--- config.mk ---
export PLATFORM = sky130hd
export DESIGN_NAME = alu_bitserial_seq
export DESIGN_NICKNAME = d
export VERILOG_FILES = /design/src/rtl/alu_bitserial_seq.sv
export SDC_FILE = /design/constraint.sdc
export NUM_CORES = 1
export LEC_CHECK = 0
export CAP_MARGIN = 15
export CORE_MARGIN = 5
export CORE_UTILIZATION = 52
export DETAILED_ROUTE_END_ITERATION = 10
export PLACE_DENSITY = 0.84
export SLEW_MARGIN = 20
export SYNTH_ARGS = -nofsm -noshare
export SYNTH_HDL_FRONTEND = slang
export SYNTH_SLANG_ARGS = --single-unit
--- constraint.sdc ---
create_clock -name i_clk -period 2.7 [get_ports i_clk]
set_clock_uncertainty 0.05 [all_clocks]
set_input_delay 0.405 -clock i_clk [delete_from_list [all_inputs] [get_ports i_clk]]
set_output_delay 0.405 -clock i_clk [all_outputs]
set_load 0.05 [all_outputs]
--- src/rtl/alu_bitserial_seq.sv ---
// Bit-serial sequencer: feeds an external 1-bit ALU one operand bit per cycle, LSB first.
// Defining ALU_SEQ_ABORT_EN adds an i_abort input that cancels a running operation.
module alu_bitserial_seq #(
  parameter int unsigned WIDTH = 8
) (
  input  logic             i_clk,
  input  logic             i_rst,
  input  logic             i_start,
  input  logic [1:0]       i_op,
  input  logic [WIDTH-1:0] i_a,
  input  logic [WIDTH-1:0] i_b,
  input  logic             i_cin,
`ifdef ALU_SEQ_ABORT_EN
  input  logic             i_abort,
`endif
  output logic             o_ready,
  output logic             o_alu_a,
  output logic             o_alu_b,
  output logic             o_alu_cin,
  output logic [1:0]       o_alu_op,
  input  logic             i_alu_result,
  input  logic             i_alu_cout,
  output logic [WIDTH-1:0] o_result,
  output logic             o_cout,
  output logic             o_done
);

  localparam int unsigned IdxW = (WIDTH > 1) ? $clog2(WIDTH) : 1;
  localparam logic [IdxW-1:0] LastIdx = IdxW'(WIDTH - 1);

  typedef enum logic [1:0] {StIdle, StRun, StDone} state_e;

  state_e           r_state;
  state_e           w_state_next;
  logic [WIDTH-1:0] r_a;
  logic [WIDTH-1:0] r_b;
  logic [1:0]       r_op;
  logic             r_carry;
  logic [IdxW-1:0]  r_idx;
  logic [WIDTH-1:0] r_result;
  logic             r_cout;
  logic [WIDTH-1:0] r_saved_result;
  logic             r_saved_cout;
  logic [WIDTH-1:0] w_mask;
  logic             w_abort;
  logic             w_run;
  logic             w_accept;

`ifdef ALU_SEQ_ABORT_EN
  assign w_abort = i_abort;
`else
  assign w_abort = 1'b0;
`endif

  assign w_run    = (r_state == StRun);
  assign w_accept = (r_state == StIdle) && i_start;
  assign w_mask   = {{(WIDTH-1){1'b0}}, 1'b1} << r_idx;

  always_ff @(posedge i_clk) begin
    if (i_rst) begin
      r_state <= StIdle;
    end else begin
      r_state <= w_state_next;
    end
  end

  always_comb begin
    w_state_next = r_state;
    case (r_state)
      StIdle: begin
        if (i_start) w_state_next = StRun;
      end
      StRun: begin
        if (w_abort) begin
          w_state_next = StIdle;
        end else if (r_idx == LastIdx) begin
          w_state_next = StDone;
        end
      end
      StDone:  w_state_next = StIdle;
      default: w_state_next = StIdle;
    endcase
  end

  always_comb begin
    o_ready   = (r_state == StIdle);
    o_done    = (r_state == StDone);
    o_alu_a   = w_run & r_a[0];
    o_alu_b   = w_run & r_b[0];
    o_alu_cin = w_run & r_carry;
    o_alu_op  = r_op;
    o_result  = r_result;
    o_cout    = r_cout;
  end

  // Operands shift right so bit 0 is always the current bit; result bits are
  // written in place so untouched bits keep their previous value during RUN.
  always_ff @(posedge i_clk) begin
    if (i_rst) begin
      r_a            <= '0;
      r_b            <= '0;
      r_op           <= 2'b00;
      r_carry        <= 1'b0;
      r_idx          <= '0;
      r_result       <= '0;
      r_cout         <= 1'b0;
      r_saved_result <= '0;
      r_saved_cout   <= 1'b0;
    end else if (w_accept) begin
      r_a            <= i_a;
      r_b            <= i_b;
      r_op           <= i_op;
      r_carry        <= i_cin;
      r_idx          <= '0;
      r_saved_result <= r_result;
      r_saved_cout   <= r_cout;
    end else if (w_run) begin
      if (w_abort) begin
        r_result <= r_saved_result;
        r_cout   <= r_saved_cout;
      end else begin
        r_a      <= r_a >> 1;
        r_b      <= r_b >> 1;
        r_carry  <= i_alu_cout;
        r_result <= (r_result & ~w_mask) | (w_mask & {WIDTH{i_alu_result}});
        if (r_idx == LastIdx) begin
          r_cout <= i_alu_cout;
        end else begin
          r_idx <= r_idx + 1'b1;
        end
      end
    end
  end

endmodule

==> impl_metrics.py <==
metrics = {
    "status": {
        "run_status": "finished clean",
    },
    "routing": {
        "wire_per_inst_um": 14.23,
        "vias": 1401,
        "dr.pass1.iters": 4,
        "viasPerCell": 5.516,
        "ant_nets": 0,
        "drc": 0,
        "drtIter0Drc": 120,
        "routed_wl_um": 3614,
    },
    "final_layout": {
        "area_growth_pct": 29.62,
        "drive_gt1_frac": 0.1357,
        "nets": 250,
        "diodes": 0,
        "fillers": 238,
        "final_cells": 254,
    },
    "power_and_ir_drop": {
        "total_power_w": 0.001065,
        "irDropWorstVdd_v": 0.0002853,
        "combPwrFrac": 0.190,
        "p_leak_nw": 0.7586,
        "power.share.clock": 0.303,
        "p_sw_w": 0.0002998,
        "seq_power_share": 0.508,
        "p_per_area_mw_per_mm2": 514.6,
        "swShare": 0.2815,
        "internal_power_w": 0.0007652,
    },
    "logic_synthesis": {
        "synthCells": 184,
        "synth_edf_count": 0,
        "synth-seq-area-share": 0.4138,
        "syn-mean-instance-area_um2": 8.677,
        "synth_seq_cells": 33,
        "ys_async_sr_fraction": 0,
        "synth_top_area_frac": 0.4138,
        "yosysWarnings": 0,
        "synth.distinct_cells": 35,
        "synthesis.area_mm2": 0.001597,
        "synth_area_leader_cell": "dfxtp_1",
        "synth_nets": 214,
        "synth_area_leaders": "dfxtp_1 41%, a21oi_1 6.9%, nand2_1 5.4%",
        "synth_ff_type": "dfxtp_1",
    },
    "global_routing": {
        "grt_start_max_net_pins": 20,
        "grtUsageTotal": 0.1971,
        "grt_first_pass_wirelength_um": 6534,
        "grt_pass1_vias": 1431,
        "grt_overflow": 0,
        "antenna_found_initial": 0,
    },
    "sta": {
        "relSlewSlack": 0.5821,
        "rsz0062_at_grt": "no",
        "fin_crit_sh": 0.8667,
        "setup_ws_ns": 0.3600,
        "period_needed_ns": 2.340,
        "hold_violations": 0,
        "fin_setup_tns_ns": 0,
        "slew_viol_final": 0,
        "tightest_slew_ns": 0.6249,
        "fmax_ghz": 0.4274,
        "finalSetupViolations": 0,
    },
    "placement": {
        "dp.cells": 246,
        "dp_hpwl_um": 2590,
        "portBuffers": 39,
        "dp_slack_ns": 0.5687,
        "place.gp.congestion": 0.7752,
    },
    "critical_path": {
        "slowest_stage": "dfxtp_1",
        "crit_path_cell_trace": "nor2b_1 > clkdlybuf4s50_1",
        "crit_fanout": 18,
        "start_kind": "flop",
        "cp_data_required_time_ns": 2.25,
        "crit_type": "reg2out",
        "max_stage_delay_ns": 0.72,
        "cp.arrival_ns": 1.88,
        "endpoint_kind": "output pin",
        "r2r_slack_ns": 0.90,
    },
    "cts": {
        "cts.sink_count": 33,
        "htree_levels": 2,
        "cts_buffer_depth": 2,
        "path_clk_slew_ns": 0.10,
        "post_cts_buffers": 0,
        "post_cts_resized": 0,
        "clk_latency_ns": 0.33,
        "ctsHoldBuffers": 0,
        "root_buffer": "clkbuf_4",
        "cts_buffers": 5,
        "cts_tree": "done",
    },
    "hold_path": {
        "hp-class": "reg2reg",
    },
    "die": {
        "io_pins": 40,
        "die_area_mm2": 0.004278,
        "start_util": 0.5317,
        "die_w_um": 65.41,
        "core_mm2": 0.003003,
        "rows": 20,
        "die_height_um": 65.41,
    },
    "flow_run": {
        "maxCapViolCount": 0,
    },
}
-- per-layer routing --
layer,GRT usage,routed length [µm],part of all wire,vias to the layer above
li1,-,-,-,707
met1,0.2463,1575,0.44,657
met2,0.3161,1805,0.50,32
met3,0.04274,162,0.045,5
met4,0.1036,72,0.020,0
met5,0,0,0,-
-- Yosys cell counts (all sizes together), types with 2 or more instances --
cell type,instances
nor2,23
or2b,2
nand4,3
mux2i,4
o221a,2
o21ai,4
nor3,4
nor2b,2
nand2b,2
buf,10
o22a,2
a211oi,10
clkbuf,5
a21oi,24
or3b,3
nand3,5
inv,6
and4bb,2
nor3b,2
nand2,23
ha,6
dfxtp,33
-- worst max-delay path: cells and delay by family (launching register included) --
kind	cells	cell delay, ns
DFF	1	0.72
and+or+nand+nor	1	0.11
buffers and inverters	1	0.72
-- logic make-up after synthesis --
family                   Yosys count  synth area share
multiplexers                       4           0.02508
buffers and inverters             21           0.07445
flip-flops                        33            0.4138
XOR/XNOR                           1          0.005487
AO/OA/AOI/OAI                     45            0.1904
AND/OR/NAND/NOR                   74            0.2437
adder cells (fa/ha/maj)            6           0.04702
-- path summary, 6_finish.rpt --
path,startpoint,end,depth (start not counted)
setup / recovery,r_state[0],o_done,2
hold / removal,o_alu_op[0],o_alu_op[0],2
setup reg to reg,r_state[0],r_b[4],3
hold reg to reg,o_alu_op[0],o_alu_op[0],2
-- layout by cell type, fill, tap and decap left out --
| cell type | Yosys | layout |
|---|---|---|
| nor3_1 | 4 | 4 |
| xnor2_1 | 1 | 1 |
| clkbuf_4 | 0 | 5 |
| a311oi_2 | 1 | 1 |
| o21ba_2 | 1 | 1 |
| a21oi_1 | 22 | 22 |
| or3b_2 | 2 | 2 |
| buf_4 | 4 | 5 |
| nand2b_1 | 2 | 2 |
| inv_1 | 6 | 6 |
| a21oi_2 | 2 | 2 |
| nand3b_1 | 1 | 1 |
| mux2i_1 | 4 | 4 |
| nand3_1 | 5 | 5 |
| o22a_1 | 1 | 1 |
| o21ai_0 | 4 | 4 |
| nor4bb_1 | 1 | 1 |
| a2111oi_2 | 1 | 1 |
| dfxtp_1 | 33 | 33 |
| clkinv_2 | 0 | 1 |
| ha_1 | 6 | 6 |
| clkbuf_8 | 0 | 2 |
| buf_12 | 0 | 3 |
| o22a_2 | 1 | 1 |
| nor2b_1 | 2 | 2 |
| nand2_1 | 23 | 23 |
| or2b_1 | 2 | 2 |
| o221a_2 | 2 | 2 |
| nor3b_4 | 2 | 2 |
| or3b_1 | 1 | 1 |
| and4bb_2 | 2 | 2 |
| clkdlybuf4s50_1 | 0 | 36 |
| nand4_1 | 3 | 3 |
| a211oi_1 | 10 | 10 |
| and2_1 | 1 | 1 |
| nor2_1 | 23 | 23 |
-- power groups by stage --
stage	clock network (W)	logic [W]	registers (W)
floorplan	0	0.000130	0.000553
global placement	0	0.000197	0.000549
detailed placement	0	0.000202	0.000552
CTS	0.000327	0.000203	0.000540
global route	0.000358	0.000222	0.000546
finish	0.000322	0.000202	0.000541
-- through the flow --
stage,area [µm²],hold WS (ns),utilization
floorplan,1597,0.3871,-
global placement,1999,0.3918,0.6658
detailed placement,1999,0.4035,0.6658
CTS,2069,0.4186,0.6892
global route,2069,0.4541,0.6892
finish,2069,0.4129,0.6892
-- final cells by class --
| class | count | area (µm²) | share of cell area |
|---|---|---|---|
| flip-flops and latches | 33 | 660.6 | 0.3192 |
| inverters | 6 | 22.52 | 0.01088 |
| well taps | 33 | 41.29 | 0.01995 |
| repair buffers | 44 | 457.9 | 0.2213 |
| multi-input cells | 130 | 817.0 | 0.3948 |
| clock inverters | 1 | 5.005 | 0.002418 |
| clock buffers | 7 | 65.06 | 0.03144 |
No activity file was read; power rests on OpenSTA's default activity.
